### src/rtl/branch_resolve_unit.sv
// branch_resolve_unit
// Execute-side partner of the fetch branch predictor. It checks each resolved
// control-flow instruction against the prediction fetch made for it. On a
// misprediction it sends fetch a registered one-cycle redirect. Branch
// outcomes are queued in a small FIFO and drained one per cycle onto the
// predictor update port. Two saturating performance counters are kept.
//
// Ports
//   clk, resetn           : clock, async active-low reset
//   res_*                 : resolved instruction + carried prediction (valid/ready)
//   redirect_valid/_pc    : one-cycle fetch redirect to the corrected next PC
//   upd_*                 : predictor training update, upd_en strobe
//   br_cnt, mispred_cnt   : accepted branches / redirects issued (saturating)
module branch_resolve_unit #(
  parameter int unsigned UPD_FIFO_DEPTH = 4,
  parameter int unsigned CNT_WIDTH      = 32
) (
  input  logic                 clk,
  input  logic                 resetn,
  input  logic                 res_valid,
  output logic                 res_ready,
  input  logic [31:0]          res_pc,
  input  logic                 res_is_br,
  input  logic                 res_is_cond,
  input  logic                 res_taken,
  input  logic [31:0]          res_target,
  input  logic                 res_pred_taken,
  input  logic [31:0]          res_pred_target,
  output logic                 redirect_valid,
  output logic [31:0]          redirect_pc,
  output logic                 upd_en,
  output logic [31:0]          upd_inst_addr,
  output logic                 upd_br_inst,
  output logic                 upd_cond_br_inst,
  output logic                 upd_br_taken,
  output logic [31:0]          upd_br_target,
  output logic [CNT_WIDTH-1:0] br_cnt,
  output logic [CNT_WIDTH-1:0] mispred_cnt
);

  localparam int unsigned PTR_W = (UPD_FIFO_DEPTH > 1) ? $clog2(UPD_FIFO_DEPTH) : 1;
  localparam int unsigned OCC_W = PTR_W + 1;

  typedef struct packed {
    logic [31:0] pc;
    logic        is_cond;
    logic        taken;
    logic [31:0] target;
  } upd_entry_t;

  // State
  upd_entry_t           r_mem [UPD_FIFO_DEPTH];
  logic [PTR_W-1:0]     r_wr_ptr;
  logic [PTR_W-1:0]     r_rd_ptr;
  logic [OCC_W-1:0]     r_count;
  logic                 r_run;
  logic                 r_redirect_valid;
  logic [31:0]          r_redirect_pc;
  logic [CNT_WIDTH-1:0] r_br_cnt;
  logic [CNT_WIDTH-1:0] r_mispred_cnt;

  // Combinational
  logic                 w_full;
  logic                 w_nonempty;
  logic                 w_accept;
  logic                 w_push;
  logic                 w_pop;
  logic                 w_taken;
  logic [31:0]          w_pc_plus4;
  logic [31:0]          w_actual_npc;
  logic                 w_mispred;
  upd_entry_t           w_new;
  upd_entry_t           w_head;

  assign w_full     = (r_count == OCC_W'(UPD_FIFO_DEPTH));
  assign w_nonempty = (r_count != '0);

  // Ready is held low until the first edge after reset; a pop never frees a slot the same cycle
  assign res_ready  = r_run & ~w_full;
  assign w_accept   = res_valid & res_ready;
  assign w_push     = w_accept & res_is_br;
  assign w_pop      = w_nonempty;

  // Unconditional branches are always taken; non-branches fall through
  assign w_taken      = res_is_br & (res_taken | ~res_is_cond);
  assign w_pc_plus4   = res_pc + 32'd4;
  assign w_actual_npc = w_taken ? res_target : w_pc_plus4;

  // Mispredict: wrong direction, wrong taken target, or a BTB alias hit on a non-branch
  always_comb begin
    w_mispred = 1'b0;
    if (res_is_br) begin
      w_mispred = (res_pred_taken != w_taken) ||
                  (w_taken && res_pred_taken && (res_pred_target != res_target));
    end else begin
      w_mispred = res_pred_taken;
    end
  end

  always_comb begin
    w_new         = '0;
    w_new.pc      = res_pc;
    w_new.is_cond = res_is_cond;
    w_new.taken   = w_taken;
    w_new.target  = res_target;
  end

  assign w_head = r_mem[r_rd_ptr];

  // Update FIFO storage (contents need no reset; validity comes from r_count)
  always_ff @(posedge clk) begin
    if (w_push) begin
      r_mem[r_wr_ptr] <= w_new;
    end
  end

  // FIFO pointers and occupancy
  always_ff @(posedge clk or negedge resetn) begin
    if (!resetn) begin
      r_wr_ptr <= '0;
      r_rd_ptr <= '0;
      r_count  <= '0;
    end else begin
      if (w_push) begin
        r_wr_ptr <= r_wr_ptr + PTR_W'(1);
      end
      if (w_pop) begin
        r_rd_ptr <= r_rd_ptr + PTR_W'(1);
      end
      case ({w_push, w_pop})
        2'b10:   r_count <= r_count + OCC_W'(1);
        2'b01:   r_count <= r_count - OCC_W'(1);
        default: r_count <= r_count;
      endcase
    end
  end

  // Run flag, redirect and counters
  always_ff @(posedge clk or negedge resetn) begin
    if (!resetn) begin
      r_run            <= 1'b0;
      r_redirect_valid <= 1'b0;
      r_redirect_pc    <= '0;
      r_br_cnt         <= '0;
      r_mispred_cnt    <= '0;
    end else begin
      r_run            <= 1'b1;
      r_redirect_valid <= w_accept & w_mispred;
      if (w_accept && w_mispred) begin
        r_redirect_pc <= w_actual_npc;
      end
      if (w_push && (r_br_cnt != {CNT_WIDTH{1'b1}})) begin
        r_br_cnt <= r_br_cnt + CNT_WIDTH'(1);
      end
      if (w_accept && w_mispred && (r_mispred_cnt != {CNT_WIDTH{1'b1}})) begin
        r_mispred_cnt <= r_mispred_cnt + CNT_WIDTH'(1);
      end
    end
  end

  assign redirect_valid   = r_redirect_valid;
  assign redirect_pc      = r_redirect_pc;
  assign br_cnt           = r_br_cnt;
  assign mispred_cnt      = r_mispred_cnt;

  // Head of FIFO drives the update port; fields read as zero when idle
  assign upd_en           = w_nonempty;
  assign upd_br_inst      = w_nonempty;
  assign upd_inst_addr    = w_nonempty ? w_head.pc     : 32'd0;
  assign upd_cond_br_inst = w_nonempty & w_head.is_cond;
  assign upd_br_taken     = w_nonempty & w_head.taken;
  assign upd_br_target    = w_nonempty ? w_head.target : 32'd0;

endmodule

### config.mk
export PLATFORM = sky130hd
export DESIGN_NAME = branch_resolve_unit
export DESIGN_NICKNAME = d
export VERILOG_FILES = /design/src/rtl/branch_resolve_unit.sv
export SDC_FILE = /design/constraint.sdc
export NUM_CORES = 1
export LEC_CHECK = 0
export BUFFER_PORTS_ARGS = -buffer_cell sky130_fd_sc_hd__clkbuf_2
export CORE_ASPECT_RATIO = 1.1
export CORE_MARGIN = 1
export CORE_UTILIZATION = 60
export CTS_CLUSTER_SIZE = 16
export DETAILED_ROUTE_END_ITERATION = 10
export PLACE_DENSITY = 0.93
export SLEW_MARGIN = 20
export SYNTH_ARGS = -nofsm -noshare
export SYNTH_HDL_FRONTEND = slang
export SYNTH_SLANG_ARGS = --single-unit
### constraint.sdc
create_clock -name clk -period 4.8 [get_ports clk]
set_input_delay 0.72 -clock clk [delete_from_list [all_inputs] [get_ports clk]]
set_output_delay 0.72 -clock clk [all_outputs]
set_load 0.005 [all_outputs]
# Word level (Yosys, flattened, before mapping)
# Memory sizes are Yosys's and may differ from the RTL's.
# Index checks and enable logic that the tools add are counted.
[totals]
ff_bits = 105
mem_bits_rw = 264
wordCells = 48
n_memories = 1
[classes]
n_addsub = 7
n_eq_ne = 7
mux = 7
bitwise_logic = 10
n_reduce_logical = 8
[memory_table]
columns = ["name", "words", "word_bits", "read_ports", "rd_ports_with_merged_regs", "write_ports", "line", "source"]
rows = [
  ["r_mem", 4, 66, 1, 0, 1, "52", "upd_entry_t r_mem [UPD_FIFO_DEPTH];"],
]
[ops]
columns = ["cell", "n"]
rows = [
  ["$mux W32", 3],
  ["$add A32 B1 Y32 const B", 2],
  ["$ne A32 B32 Y1 const B", 2],
  ["$add A32 B3 Y32 const B", 1],
  ["$ne A32 B32 Y1", 1],
  ["$and A1 B1 Y1", 7],
  ["$pmux W3 S2", 1],
  ["$logic_and A1 B1 Y1", 5],
  ["$add A2 B1 Y2 const B", 2],
  ["$add A3 B1 Y3 const B", 1],
  ["$eq A3 B3 Y1 const B", 1],
  ["$mux W1", 3],
  ["$reduce_bool A3 Y1", 1],
  ["$sub A3 B1 Y3 const B", 1],
  ["$eq A2 B1 Y1 const B", 1],
  ["$eq A2 B2 Y1 const B", 1],
  ["$not A1 Y1", 2],
  ["$reduce_bool A2 Y1", 1],
  ["$logic_or A1 B1 Y1", 1],
  ["$ne A1 B1 Y1", 1],
  ["$or A1 B1 Y1", 1],
]

# Depth between registers and ports, before layout
# Gate-level depths: netlist of the first run.
[logic_depth]
word_depth = 9
ltp_mapped = 12

# Least setup slack after synthesis of the first run
# Ideal clock, no wire load.
[synth_timing]
path_type = "input to register"
from = "input res_is_cond"
to = "register r_redirect_pc[10] (netlist: redirect_pc[10])"
arrival_time_ns = 3.311
required_ns = 4.675
setup_slack_ns = 1.364
cell_stages = 12
path_cell_list = "inv_1 o21ai_1 clkbuf_1 inv_1 ha_1 nand2b_1 or3_1 nor3_1 nand2b_1 buf_2 buf_4 mux2_2"
[synth_via]
elab_chain_len = 8
[synth_lines]
columns = ["element", "line", "source"]
rows = [
  ["start, declared", "24", "input logic res_is_cond,"],
  ["$not A1 Y1 (*)", "85", "assign w_taken = res_is_br & (res_taken | ~res_is_cond);"],
  ["$or A1 B1 Y1 (*)", "85", ""],
  ["$and A1 B1 Y1 (*)", "85", ""],
  ["net w_taken", "68", "logic w_taken;"],
  ["$logic_and A1 B1 Y1 (2 in series)", "94", "(w_taken && res_pred_taken && (res_pred_target != res_target));"],
  ["$logic_or A1 B1 Y1", "93", "w_mispred = (res_pred_taken != w_taken) ||"],
  ["$mux W1", "92", "if (res_is_br) begin"],
  ["$logic_and A1 B1 Y1", "149", "if (w_accept && w_mispred) begin"],
  ["end signal, assigned", "150", "r_redirect_pc <= w_actual_npc;"],
  ["end, declared", "58", "logic [31:0] r_redirect_pc;"],
]
# The timed path passes the listed nets; every way through them passes the cells marked *.
# A chain may end at the register's enable or synchronous reset.

# Final worst setup path of the first run
[layout_timing]
from = "register r_rd_ptr[0]"
to = "output upd_br_target[29]"
[layout_via]
elab_chain_len = 2
[layout_lines]
columns = ["element", "line", "source"]
rows = [
  ["start, declared", "54", "logic [PTR_W-1:0] r_rd_ptr;"],
  ["start signal, assigned", "128", "r_rd_ptr <= r_rd_ptr + PTR_W'(1);"],
  ["$mem_v2 Z4 W66", "n/a", ""],
  ["$mux W32", "172", "assign upd_br_target = w_nonempty ? w_head.target : 32'd0;"],
  ["end, declared", "36", "output logic [31:0] upd_br_target,"],
]
# Every way passes these cells.

==> results of run 1 <==
==> synth_stat cells (2+ instances only) <==
| library cell | n |
|---|---|
| a21oi_1 | 28 |
| and2_1 | 73 |
| and3_1 | 10 |
| and4_1 | 8 |
| buf_1 | 5 |
| buf_2 | 14 |
| buf_4 | 5 |
| clkbuf_1 | 26 |
| dfrtp_1 | 105 |
| edfxtp_1 | 264 |
| ha_1 | 9 |
| inv_1 | 25 |
| mux2_2 | 28 |
| mux2i_1 | 4 |
| mux4_2 | 66 |
| nand2_1 | 29 |
| nand2b_1 | 2 |
| nand3_1 | 41 |
| nand4_1 | 20 |
| nor2_1 | 48 |
| nor3_1 | 39 |
| nor4_1 | 26 |
| nor4b_1 | 4 |
| o2111ai_1 | 2 |
| o21a_1 | 2 |
| o21ai_0 | 10 |
| o21ai_1 | 2 |
| o31ai_1 | 3 |
| or2_2 | 3 |
| or3_1 | 6 |
| or3_4 | 2 |
| xnor2_1 | 40 |
| xor2_1 | 86 |
==> logic make-up (layout without fill, tap and decap cells) <==
family	after synthesis	after routing	synth area share [%]
muxes	98	98	11.4
buffers and inverters	76	366	2.04
other	1	2	0.0233
xor gates and xnor gates	126	126	6.85
DFF	369	369	65.6
adders and majority gates	10	10	0.824
and+or+nand+nor	324	324	11.4
AOI/OAI and AO/OA	51	51	1.83
==> state kept, by name, indices dropped and copies added, names as in the netlist <==
name / count
br_cnt: 32
mispred_cnt: 32
r_count: 3
r_mem: 264
r_rd_ptr: 2
r_run: 1
r_wr_ptr: 2
redirect_pc: 32
redirect_valid: 1
==> layer usage <==
layer,up-vias,GRT usage (%),share of wire [%]
li1,4479,-,-
met3,74,8.28,9.7
met4,2,10.3,3.0
met2,563,50.5,50
met5,-,0,0.027
met1,5106,38.2,37
==> metrics by stage <==
step / setup slack (ns) / instances / hold WS, ns / utilization (%) / total power, W
after floorplan: 1.36 / 1055 / 0.424 / - / 0.00552
after global placement: 1.20 / 1629 / 0.463 / 67.7 / 0.00655
after detailed placement: 1.06 / 1629 / 0.477 / 67.7 / 0.00665
after CTS: 1.24 / 1697 / 0.338 / 72.5 / 0.00965
after global routing: 1.17 / 1697 / 0.391 / 72.5 / 0.0100
final: 1.32 / 1698 / 0.313 / 72.5 / 0.00961
==> placed cells by master (no fill, tap or decap), drive strengths merged, types with 22 or more instances in the layout <==
cell type / instances
xnor2: 40
and2: 73
nand4: 22
dfrtp: 105
nand3: 42
edfxtp: 264
nor2: 49
xor2: 86
nand2: 29
mux2: 28
a21oi: 28
mux4: 66
inv: 29
nor4: 27
clkbuf: 317
nor3: 40
==> final cells by class <==
class / count / area share, %
flip-flops and latches: 369 / 55.5
multi-input cells: 610 / 27.6
repair buffers: 273 / 7.33
clock buffers: 50 / 5.61
well taps: 352 / 2.32
clock inverters: 18 / 1.12
inverters: 25 / 0.493
diodes: 1 / 0.0132
==> final timing paths <==
path | depth (start not counted) | to | startpoint
setup / recovery | 4 | upd_br_target[29] | r_rd_ptr[0]$_DFFE_PN0N_
hold / removal | 1 | br_cnt[3]$_DFFE_PN0P_ | resetn
setup reg to reg | 5 | redirect_pc[31]$_DFFE_PN0P_ | r_count[2]$_DFFE_PN0P_
hold reg to reg | 1 | r_count[2]$_DFFE_PN0P_ | r_count[2]$_DFFE_PN0P_
max in group asynchronous | 2 | r_rd_ptr[0]$_DFFE_PN0N_ | resetn
min in group clk | 1 | r_mem[0][33]$_DFFE_PP_ | res_is_cond
==> power by group <==
part	switching [W]	internal [W]	total [W]
sequential	0.000446	0.00375	0.00420
combinational	0.00110	0.00130	0.00241
clock	0.00121	0.00179	0.00301
==> run summary, run 1 <==
status - finished, final reports clean
TritonRoute pass-1 iters - 6
synthesized area per cell - 15.3 um2
EDFF count, synth - 264
CP Cell Sequence - buf_12 -> mux4_2 -> and2_1 -> clkbuf_2
port bufs - 268
vias in the first global route - 10,400
Yosys Warn Count - 0
Slew Limit Headroom - 27.8%
row count - 62
die area - 27,500 um2
largest net degree at the start of global routing - 70
Pleak - 7.53 nW
DRC - 0
HPWL after DPL - 26,200 um
Final setup viols - 0
FMAX - 287 MHz
slowest CP cell - dfrtp_4
sequential element share of the synthesized area - 65.6%
CTS clk-pin slew, worst paths - 0.06 ns
Critical Path End Type - output port
kind of critical path - flip-flop to output port
Crit path max-delay family - flip-flops
clock sink count - 369
Synth Register Bits - 369
Worst Path Max Fanout - 39
cell area after synthesis - 16,100 um2
Routed Antenna Nets - 0
Final nets - 1,429
hold buffer count at CTS - 0
CORE AREA - 26,200 um2
GRT overflow - 0
Die X - 158 um
PwrDens - 505 nW/um2
Synth async-reset ratio - 28.5%
skew final - 0.0186 ns
Hold Crit Class - primary input to asynchronous set/reset pin
Final Hold Vio Count - 0
# Max-Cap Violations - 0
initial antenna violation count - 3
Net Count, Synth - 1,168
Routability Congestion - 0.892
PostCTS Resize Cnt - 0
Clock Latency Late Sink - 0.52 ns
# H-tree levels - 2
Avg WL per Cell - 23.9 um
Synth area leader - edfxtp_1
Ports - 269
Worst-Margin Slew - 1.08 ns
Post-DP Area - 17,700 um2
required time of the critical path - 4.08 ns
Chip Height - 174 um
Yosys top cell area share - 49.2%
Starting DRT DRC Count - 722
period utilisation layout - 72.6%
Unique masters post-synth - 53
prevailing post-synth register cell - edfxtp_1
Worst EP arrival - 2.76 ns
Post-CTS Setup Inserts - 0
top cells by area, synth - edfxtp_1 49%, dfrtp_1 16%, mux4_2 9.2%
DR vias - 10,200
Root Buffer - clkbuf_16
drt total wl - 40,600 um
maximum root-to-sink buffer count - 3
minimum clock period - 3.48 ns
final instance area - 19,000 um2
VDD IR-drop max - 325 uV
R2R Setup Slk - 1.98 ns
CTS tree - done
CP peak stage delay - 0.96 ns
Setup crit start kind - flip-flop
register area - 10,600 um2
share of layout cells above drive strength 1 - 33.5%
Fill cells - 1,623
Slew Limit Fails - 0
Starting Density - 61.4%
wire length of the first global-routing pass - 61,200 um
gate count after technology mapping - 1,055
area of the multi-input gates - 5250 um2
RSZ-0062 raised after global routing - no
Worst Path Buf+Inv - 2
cts bufs inserted - 37
Layout area overhead - 18.1%
Total GRT Usage - 30.3%
setup TNS - 0 ns
DR vias/cell - 6.02
Note: power is estimated with default switching activity, not from simulation.
==> run 2, diff against run 1 <==
Settings changed: CORE_UTILIZATION 60 to 56, PLACE_DENSITY 0.93 to 0.88.
Clock period 4.8 ns to 3.58 ns, I/O delays scaled along.
==> run summary, run 2 (synthesis results as in run 1) <==
GRT overflow - 0
Final setup viols - 0
reg2reg end - r_count[2]$_DFFE_PN0P_
Final Hold Vio Count - 0
kind of critical path - flip-flop to output port
port bufs - 268
RSZ-0062 raised after global routing - no
required time of the critical path - 3.04 ns
Hold Crit Class - primary input to asynchronous set/reset pin
Final nets - 1,444
reg2reg start - r_count[1]$_DFFE_PN0P_
area of the multi-input gates - 5250 um2
Worst Path Max Fanout - 42
period utilisation layout - 84.4%
PostCTS Resize Cnt - 0
DR vias/cell - 5.94
Starting Density - 57.5%
number of flip-flops in the largest register - 264
Chip Height - 180 um
cts bufs inserted - 38
Total GRT Usage - 27.6%
Die X - 164 um
Worst EP arrival - 2.49 ns
Clock Latency Late Sink - 0.51 ns
die area - 29,400 um2
commonest non-fill, non-tap cells in the layout - 267 x clkbuf_2, 264 x edfxtp_1, 103 x dfrtp_1, 86 x xor2_1, 69 x and2_1
row count - 64
Root Buffer - clkbuf_16
most common cell after layout, fill and taps aside - clkbuf_2
minimum clock period - 3.02 ns
Fill cells - 1,902
drt total wl - 40,000 um
Routability Congestion - 0.932
CTS clk-pin slew, worst paths - 0.07 ns
# Max-Cap Violations - 0
clock sink count - 369
vias in the first global route - 10,200
HPWL after DPL - 27,000 um
worst-case reg-to-reg path depth - 10
Starting DRT DRC Count - 825
Ports - 269
Final Non-Filler Cells - 1,726
FMAX - 331 MHz
status - finished, final reports clean
DRC - 0
largest net degree at the start of global routing - 64
share of layout cells above drive strength 1 - 33.7%
# H-tree levels - 2
# placed instances - 1,654
Avg WL per Cell - 23.2 um
Setup crit start kind - flip-flop
wire length of the first global-routing pass - 60,500 um
skew final - 0.0200 ns
Slew Limit Headroom - 42.4%
Layout area overhead - 19.0%
Post-CTS Setup Inserts - 0
crit path from - r_count[2]$_DFFE_PN0P_
Worst-Margin Slew - 0.864 ns
Slew Limit Fails - 0
VDD IR-drop max - 470 uV
Pleak - 7.59 nW
setup TNS - 0 ns
register area - 10,600 um2
Routed Antenna Nets - 0
DR vias - 10,300
critical path endpoint - upd_br_target[2]
Largest Register - r_mem
R2R Setup Slk - 0.96 ns
Critical Path End Type - output port
CORE AREA - 28,000 um2
PwrDens - 662 nW/um2
hold buffer count at CTS - 0
maximum root-to-sink buffer count - 3
CTS tree - done
TritonRoute pass-1 iters - 5
initial antenna violation count - 5
run 2: worst min path at each step:
stage	start	endpoint	slack (ns)	cells after the start
floorplan	resetn	br_cnt[0]$_DFFE_PN0P_	0.24	0
global placement	r_count[2]$_DFFE_PN0P_	r_count[2]$_DFFE_PN0P_	0.47	1
detailed placement	br_cnt[27]$_DFFE_PN0P_	br_cnt[27]$_DFFE_PN0P_	0.48	1
CTS	resetn	br_cnt[14]$_DFFE_PN0P_	0.16	1
global route	resetn	br_cnt[15]$_DFFE_PN0P_	0.18	1
finish	resetn	br_cnt[15]$_DFFE_PN0P_	0.13	1
run 2: critical path, stage by stage (launching register included):
cell and delay (ns):
dfrtp_1 0.41, or3_2 0.85, buf_4 0.37, and2_1 0.21, clkbuf_2 0.12
run 2: final cells by class:
cell class | count | share of cell area, %
diodes | 2 | 0.0261
clock buffers | 59 | 5.92
clock inverters | 11 | 0.464
inverters | 25 | 0.490
multi-input cells | 610 | 27.4
flip-flops and latches | 369 | 55.1
well taps | 363 | 2.37
repair buffers | 287 | 8.21
run 2: through the flow:
stage	hold slack [ns]	power, W	cell area, um2	setup slack, ns	util (%)
3_5_place_dp	0.484	0.00895	17900	0.548	64.0
6_report	0.129	0.0127	19200	0.558	68.4
5_1_grt	0.178	0.0133	19200	0.427	68.3
4_1_cts	0.162	0.0128	19200	0.505	68.3
2_1_floorplan	0.241	0.00740	16100	0.327	-
3_3_place_gp	0.468	0.00885	17900	0.680	64.0
run 2: power by group:
part | internal [W] | switching (W) | leakage [nW] | total [W]
registers | 0.00503 | 0.000406 | 3.72 | 0.00544
logic | 0.00179 | 0.00162 | 3.28 | 0.00341
clock network | 0.00227 | 0.00157 | 0.598 | 0.00383
run 2: layer usage:
layer | wire length, um | global-route usage, % | vias to the layer above
met5 | 36 | 0 | -
met4 | 1270 | 9.41 | 6
met3 | 4030 | 7.18 | 91
met2 | 19600 | 44.7 | 533
met1 | 15100 | 36.3 | 5104
li1 | - | - | 4516
